$ cat src/rtl/imem_loader_pkg.sv
// Shared types and constants for the instruction-memory program loader.
package imem_loader_pkg;

  // Loader FSM states
  typedef enum logic [2:0] {
    IDLE,
    LO,
    HI,
    START,
    RUN
  } loader_state_t;

  localparam int unsigned ADDR_W_DEF  = 8;
  localparam int unsigned INSTR_W_DEF = 9;

  // A length byte of zero loads the full 2^ADDR_W-word memory
  localparam bit HDR_ZERO_MEANS_FULL = 1'b1;

  // Mask of the hi-byte bits that land in an INSTR_W-bit word (INSTR_W in 9..16)
  function automatic logic [7:0] hi_keep_mask(input int unsigned instr_w);
    return 8'((16'd1 << (instr_w - 32'd8)) - 16'd1);
  endfunction

endpackage

$ cat src/rtl/imem_loader_if.sv
// Byte-stream, instruction-memory write port and CPU control bundle of the loader.
interface imem_loader_if
  import imem_loader_pkg::*;
#(
  parameter int unsigned ADDR_W  = ADDR_W_DEF,
  parameter int unsigned INSTR_W = INSTR_W_DEF
) ();

  logic               in_valid;
  logic [7:0]         in_data;
  logic               in_ready;
  logic               imem_we;
  logic [ADDR_W-1:0]  imem_addr;
  logic [INSTR_W-1:0] imem_wdata;
  logic               cpu_start;
  logic               cpu_halt;
  logic               busy;
  logic               done;
  logic               err;

  // Loader side
  modport master (
    input  in_valid,
    input  in_data,
    input  cpu_halt,
    output in_ready,
    output imem_we,
    output imem_addr,
    output imem_wdata,
    output cpu_start,
    output busy,
    output done,
    output err
  );

  // Stream source, memory and CPU side
  modport slave (
    output in_valid,
    output in_data,
    output cpu_halt,
    input  in_ready,
    input  imem_we,
    input  imem_addr,
    input  imem_wdata,
    input  cpu_start,
    input  busy,
    input  done,
    input  err
  );

endinterface

$ cat src/rtl/imem_loader.sv
// Program loader: unpacks a length-prefixed byte stream into instruction words,
// writes them from address 0 upward, then starts the CPU and waits for halt.
module imem_loader
  import imem_loader_pkg::*;
#(
  parameter int unsigned ADDR_W  = ADDR_W_DEF,
  parameter int unsigned INSTR_W = INSTR_W_DEF
) (
  input  logic          clk,
  input  logic          rst_n,
  imem_loader_if.master bus
);

  // Remaining-word counter must hold 2^ADDR_W and any 8-bit length
  localparam int unsigned CntW = (ADDR_W + 1 > 9) ? ADDR_W + 1 : 9;
  localparam logic [CntW-1:0] FullCnt = CntW'(1) << ADDR_W;
  localparam logic [7:0] HiMask = hi_keep_mask(INSTR_W);

  loader_state_t      r_state;
  logic [CntW-1:0]    r_cnt;
  logic [ADDR_W-1:0]  r_addr;
  logic [7:0]         r_lo;
  logic               r_we;
  logic [ADDR_W-1:0]  r_waddr;
  logic [INSTR_W-1:0] r_wdata;
  logic               r_start;
  logic               r_done;
  logic               r_err;

  loader_state_t      w_state_nxt;
  logic [CntW-1:0]    w_cnt_nxt;
  logic [ADDR_W-1:0]  w_addr_nxt;
  logic [7:0]         w_lo_nxt;
  logic               w_we_nxt;
  logic [ADDR_W-1:0]  w_waddr_nxt;
  logic [INSTR_W-1:0] w_wdata_nxt;
  logic               w_start_nxt;
  logic               w_done_nxt;
  logic               w_err_nxt;
  logic               w_ready;
  logic               w_accept;

  assign w_ready  = (r_state == IDLE) || (r_state == LO) || (r_state == HI);
  assign w_accept = bus.in_valid && w_ready;

  // Next-state and registered-output decode
  always_comb begin
    w_state_nxt = r_state;
    w_cnt_nxt   = r_cnt;
    w_addr_nxt  = r_addr;
    w_lo_nxt    = r_lo;
    w_we_nxt    = 1'b0;
    w_waddr_nxt = r_waddr;
    w_wdata_nxt = r_wdata;
    w_start_nxt = 1'b0;
    w_done_nxt  = 1'b0;
    w_err_nxt   = r_err;

    unique case (r_state)
      IDLE: begin
        if (w_accept) begin
          w_cnt_nxt   = (HDR_ZERO_MEANS_FULL && (bus.in_data == 8'h00)) ?
                        FullCnt : CntW'(bus.in_data);
          w_addr_nxt  = '0;
          w_err_nxt   = 1'b0;
          w_state_nxt = LO;
        end
      end
      LO: begin
        if (w_accept) begin
          w_lo_nxt    = bus.in_data;
          w_state_nxt = HI;
        end
      end
      HI: begin
        if (w_accept) begin
          w_we_nxt    = 1'b1;
          w_waddr_nxt = r_addr;
          // Hi bits beyond the word width are dropped but flagged
          w_wdata_nxt = INSTR_W'({bus.in_data & HiMask, r_lo});
          w_err_nxt   = r_err | (|(bus.in_data & ~HiMask));
          w_addr_nxt  = r_addr + ADDR_W'(1);
          w_cnt_nxt   = r_cnt - CntW'(1);
          if (r_cnt == CntW'(1)) begin
            // Start pulse lands in the same cycle as the final write
            w_state_nxt = START;
            w_start_nxt = 1'b1;
          end else begin
            w_state_nxt = LO;
          end
        end
      end
      START: begin
        w_state_nxt = RUN;
      end
      RUN: begin
        if (bus.cpu_halt) begin
          w_done_nxt  = 1'b1;
          w_state_nxt = IDLE;
        end
      end
      default: begin
        w_state_nxt = IDLE;
      end
    endcase
  end

  // State and datapath registers
  always_ff @(posedge clk or negedge rst_n) begin
    if (!rst_n) begin
      r_state <= IDLE;
      r_cnt   <= '0;
      r_addr  <= '0;
      r_lo    <= '0;
      r_we    <= 1'b0;
      r_waddr <= '0;
      r_wdata <= '0;
      r_start <= 1'b0;
      r_done  <= 1'b0;
      r_err   <= 1'b0;
    end else begin
      r_state <= w_state_nxt;
      r_cnt   <= w_cnt_nxt;
      r_addr  <= w_addr_nxt;
      r_lo    <= w_lo_nxt;
      r_we    <= w_we_nxt;
      r_waddr <= w_waddr_nxt;
      r_wdata <= w_wdata_nxt;
      r_start <= w_start_nxt;
      r_done  <= w_done_nxt;
      r_err   <= w_err_nxt;
    end
  end

  assign bus.in_ready   = w_ready;
  assign bus.busy       = (r_state != IDLE);
  assign bus.imem_we    = r_we;
  assign bus.imem_addr  = r_waddr;
  assign bus.imem_wdata = r_wdata;
  assign bus.cpu_start  = r_start;
  assign bus.done       = r_done;
  assign bus.err        = r_err;

endmodule

$ cat src/flat_wrapper.sv
// flat-port wrapper written by rule: the top's interface ports become plain ports
module imem_loader_flat import imem_loader_pkg::*;
#(
  parameter int unsigned ADDR_W  = ADDR_W_DEF,
  parameter int unsigned INSTR_W = INSTR_W_DEF
)
  (clk, rst_n, bus_in_valid, bus_in_data, bus_cpu_halt, bus_in_ready, bus_imem_we, bus_imem_addr, bus_imem_wdata, bus_cpu_start, bus_busy, bus_done, bus_err);
  imem_loader_if #(.ADDR_W(ADDR_W), .INSTR_W(INSTR_W)) bus_i ();
  input  logic clk;
  input  logic rst_n;
  input wire logic [$bits(bus_i.in_valid)-1:0] bus_in_valid;
  input wire logic [$bits(bus_i.in_data)-1:0] bus_in_data;
  input wire logic [$bits(bus_i.cpu_halt)-1:0] bus_cpu_halt;
  output wire logic [$bits(bus_i.in_ready)-1:0] bus_in_ready;
  output wire logic [$bits(bus_i.imem_we)-1:0] bus_imem_we;
  output wire logic [$bits(bus_i.imem_addr)-1:0] bus_imem_addr;
  output wire logic [$bits(bus_i.imem_wdata)-1:0] bus_imem_wdata;
  output wire logic [$bits(bus_i.cpu_start)-1:0] bus_cpu_start;
  output wire logic [$bits(bus_i.busy)-1:0] bus_busy;
  output wire logic [$bits(bus_i.done)-1:0] bus_done;
  output wire logic [$bits(bus_i.err)-1:0] bus_err;
  assign bus_i.in_valid = bus_in_valid;
  assign bus_i.in_data = bus_in_data;
  assign bus_i.cpu_halt = bus_cpu_halt;
  assign bus_in_ready = bus_i.in_ready;
  assign bus_imem_we = bus_i.imem_we;
  assign bus_imem_addr = bus_i.imem_addr;
  assign bus_imem_wdata = bus_i.imem_wdata;
  assign bus_cpu_start = bus_i.cpu_start;
  assign bus_busy = bus_i.busy;
  assign bus_done = bus_i.done;
  assign bus_err = bus_i.err;
  imem_loader #(.ADDR_W(ADDR_W), .INSTR_W(INSTR_W)) u_core (.clk(clk), .rst_n(rst_n), .bus(bus_i));
endmodule
$ cat config.mk
export PLATFORM = sky130hd
export DESIGN_NAME = imem_loader_flat
export DESIGN_NICKNAME = d
export VERILOG_FILES = /design/src/rtl/imem_loader_pkg.sv /design/src/rtl/imem_loader_if.sv /design/src/rtl/imem_loader.sv /design/src/flat_wrapper.sv
export SDC_FILE = /design/constraint.sdc
export NUM_CORES = 1
export LEC_CHECK = 0
export ABC_AREA = 1
export CAP_MARGIN = 20
export CORE_MARGIN = 5
export CORE_UTILIZATION = 55
export CTS_BUF_LIST = sky130_fd_sc_hd__clkbuf_4
export DETAILED_ROUTE_END_ITERATION = 7
export PLACE_DENSITY = 0.91
export SYNTH_ARGS = -nofsm -noshare
export SYNTH_HDL_FRONTEND = slang
export SYNTH_SLANG_ARGS = --single-unit
$ cat constraint.sdc
create_clock -name clk -period 2.7 [get_ports clk]
set_clock_uncertainty 0.2 [all_clocks]
set_input_delay 0.405 -clock clk [delete_from_list [all_inputs] [get_ports clk]]
set_output_delay 0.405 -clock clk [all_outputs]
set_load 0.01 [all_outputs]
==> run metrics <==
row count=24; Seq/Total Area, Yosys=50.44%; status=completed; Peak Freq=418.3 MHz; Post-synth EDFFs=0; VDD IR-drop max=0.5869 mV; CTS Hold Bufs=1; Syn Area/Cell=8.213 um2; RSZ-0062 raised after global routing=no; critical path class=flip-flop to output port; via count=2004; Yosys top cell by area=dfrtp_1; drt wl/cell=13.19 um; Mapped Cells=296; syn_nets=311; synthesized area=2431 um2; Post-CTS Setup Inserts=0; GPL Wtd Cong=0.9384; Final setup viols=0; crit share post-route=88.54%; share of post-route cells with drive strength above 1=11.71%; P&R area growth vs syn=17.70%; flops & latches, synth=49; maxcap violations=0; final wirelength=5.080 mm; I/O Buffers=34; Vias/cell=5.205; Fin. Hold Viols=0; GR Util All Layers=18.31%; CTS clk-pin slew, worst paths=150 ps; antenna-violating nets left=0; pin count of the biggest net entering global routing=50; core area=4324 um2; Yosys warning count=0; clk root buf=clkbuf_4; top-count cell post-synth=nand2_1; Critical Path Start=u_core.r_state[1]; hold_sp=u_core.bus.imem_wdata[0]; Final #Nets=347; Final min period=2391 ps; DRT Pass-1 Iters=5; DRC=0; pre-CTS WS=588.9 ps; Starting DRT DRC Count=153; post-route core utilization=66.17%; Die Area=5850 um2; Longest Clk Path Bufs=2; PD cells=977.1 nW/um2; Initial Util=56.22%; Leak=0.001396 uW; post-cts resize count=0; width of the die=76.49 um; total I/O pin count=35; worst hold path type=flip-flop to flip-flop; ANT cells=0; max_slew headroom=69.23%; TritonCTS clock tree=yes; final worst setup slack=309.5 ps; Final Max Tran Viols=0; Crit path arrival time=1790 ps; initial antenna violation count=0; Main synth FF type=dfrtp_1; CP required=2100 ps; async set-reset flop share out of synthesis=100.0%; chip height=76.49 um; CTS H-tree lvls=2; top post-synthesis cells by area=dfrtp_1 (50%), nand2_1 (14%), inv_1 (5.1%); measured slew at the worst slew-check pin=460.9 ps; commonest cells in the synthesized netlist=nand2_1 (89), dfrtp_1 (49), inv_1 (33); Critical Path Sink Type=output port; Fin Setup TNS=0 ps; DPL Wire Length=3.727 mm; clock sink count=49; distinct cell type count of the synthesized netlist=24; clk_lat worst skew=380 ps; top cell type's share of synthesized area=50.44%; CP Max Fanout=8; first-pass GRT wire length=8.735 mm; crit start category=flip-flop; vias in the first global route=1866; grt total ovfl=0; worst r2r src=u_core.r_cnt[0]; TritonCTS Buffers=5
-- worst max-delay path, stage by stage, from the launching register on --
cell,delay (ps)
dfrtp_1,550
inv_1,180
nand3_1,140
clkdlybuf4s50_1,550
-- per-layer routing --
metal	vias up	share of wire (%)	track usage [%]
met5	-	0	0
met1	921	44	24.07
met2	61	48	28.77
met3	12	6.3	5.201
met4	0	2.4	6.643
li1	1010	-	-
-- kinds of logic (layout without fill, tap and decap cells) --
family	after synthesis	in the layout	synth area share (%)
buffers and inverters	46	83	8.595
adder cells (fa/ha/maj)	3	3	1.544
AO/OA/AOI/OAI	45	45	11.53
AND/OR/NAND/NOR	153	153	27.89
flip-flops	49	49	50.44
-- where the power goes --
part | total (uW) | internal (uW) | switching [uW]
clock network | 348 | 103 | 244
registers | 1220 | 1000 | 215
logic | 1230 | 518 | 714
total | 2800 | 1620 | 1170
-- flip-flops by register name, indices dropped and copies added (netlist names) --
register               flops
u_core.bus.imem_we         1
u_core.r_addr              8
u_core.bus.done            1
u_core.r_cnt               9
u_core.bus.imem_addr       8
u_core.bus.imem_wdata      9
u_core.r_lo                8
u_core.bus.cpu_start       1
u_core.r_state             3
u_core.bus.err             1
-- placed cells by master (no fill, tap or decap), drive strengths merged, types with 3 or more instances in the layout --
master | synthesis | layout
a21oi | 13 | 13
inv | 38 | 39
o21ai | 31 | 31
nand3 | 20 | 20
clkbuf | 0 | 5
dfrtp | 49 | 49
nand4 | 7 | 7
ha | 3 | 3
nand2 | 94 | 94
buf | 8 | 3
nor2 | 24 | 24
nor3 | 6 | 6
clkdlybuf4s50 | 0 | 33
-- area by class of cell --
type	count	area, um2
inverters	38	142.6
clock buffers	5	37.54
well taps	52	65.06
multi-input cells	201	996.0
repair buffers	37	372.9
fillers	363	1463
clock inverters	3	21.27
flip-flops and latches	49	1226
-- path summary, 6_finish.rpt --
kind,to,slack (ps),depth (start not counted)
max,bus_busy,310,3
min,u_core.bus.imem_wdata[0],290,2
max reg2reg,u_core.r_cnt[4],980,8
min reg2reg,u_core.bus.imem_wdata[0],290,2
max in group asynchronous,u_core.r_state[1],1740,3
min in group asynchronous,u_core.bus.imem_addr[5],330,3
-- per-stage QoR --
stage	power, uW	cells	hold WS, ps	area [um2]
2_1_floorplan	2004	296	-90.59	2431
3_3_place_gp	2394	376	205.2	2793
3_5_place_dp	2458	376	209.6	2793
4_1_cts	2808	385	290.5	2861
5_1_grt	3021	385	321.8	2861
6_report	2796	385	286.9	2861
Note: power is estimated with default switching activity, not from simulation.
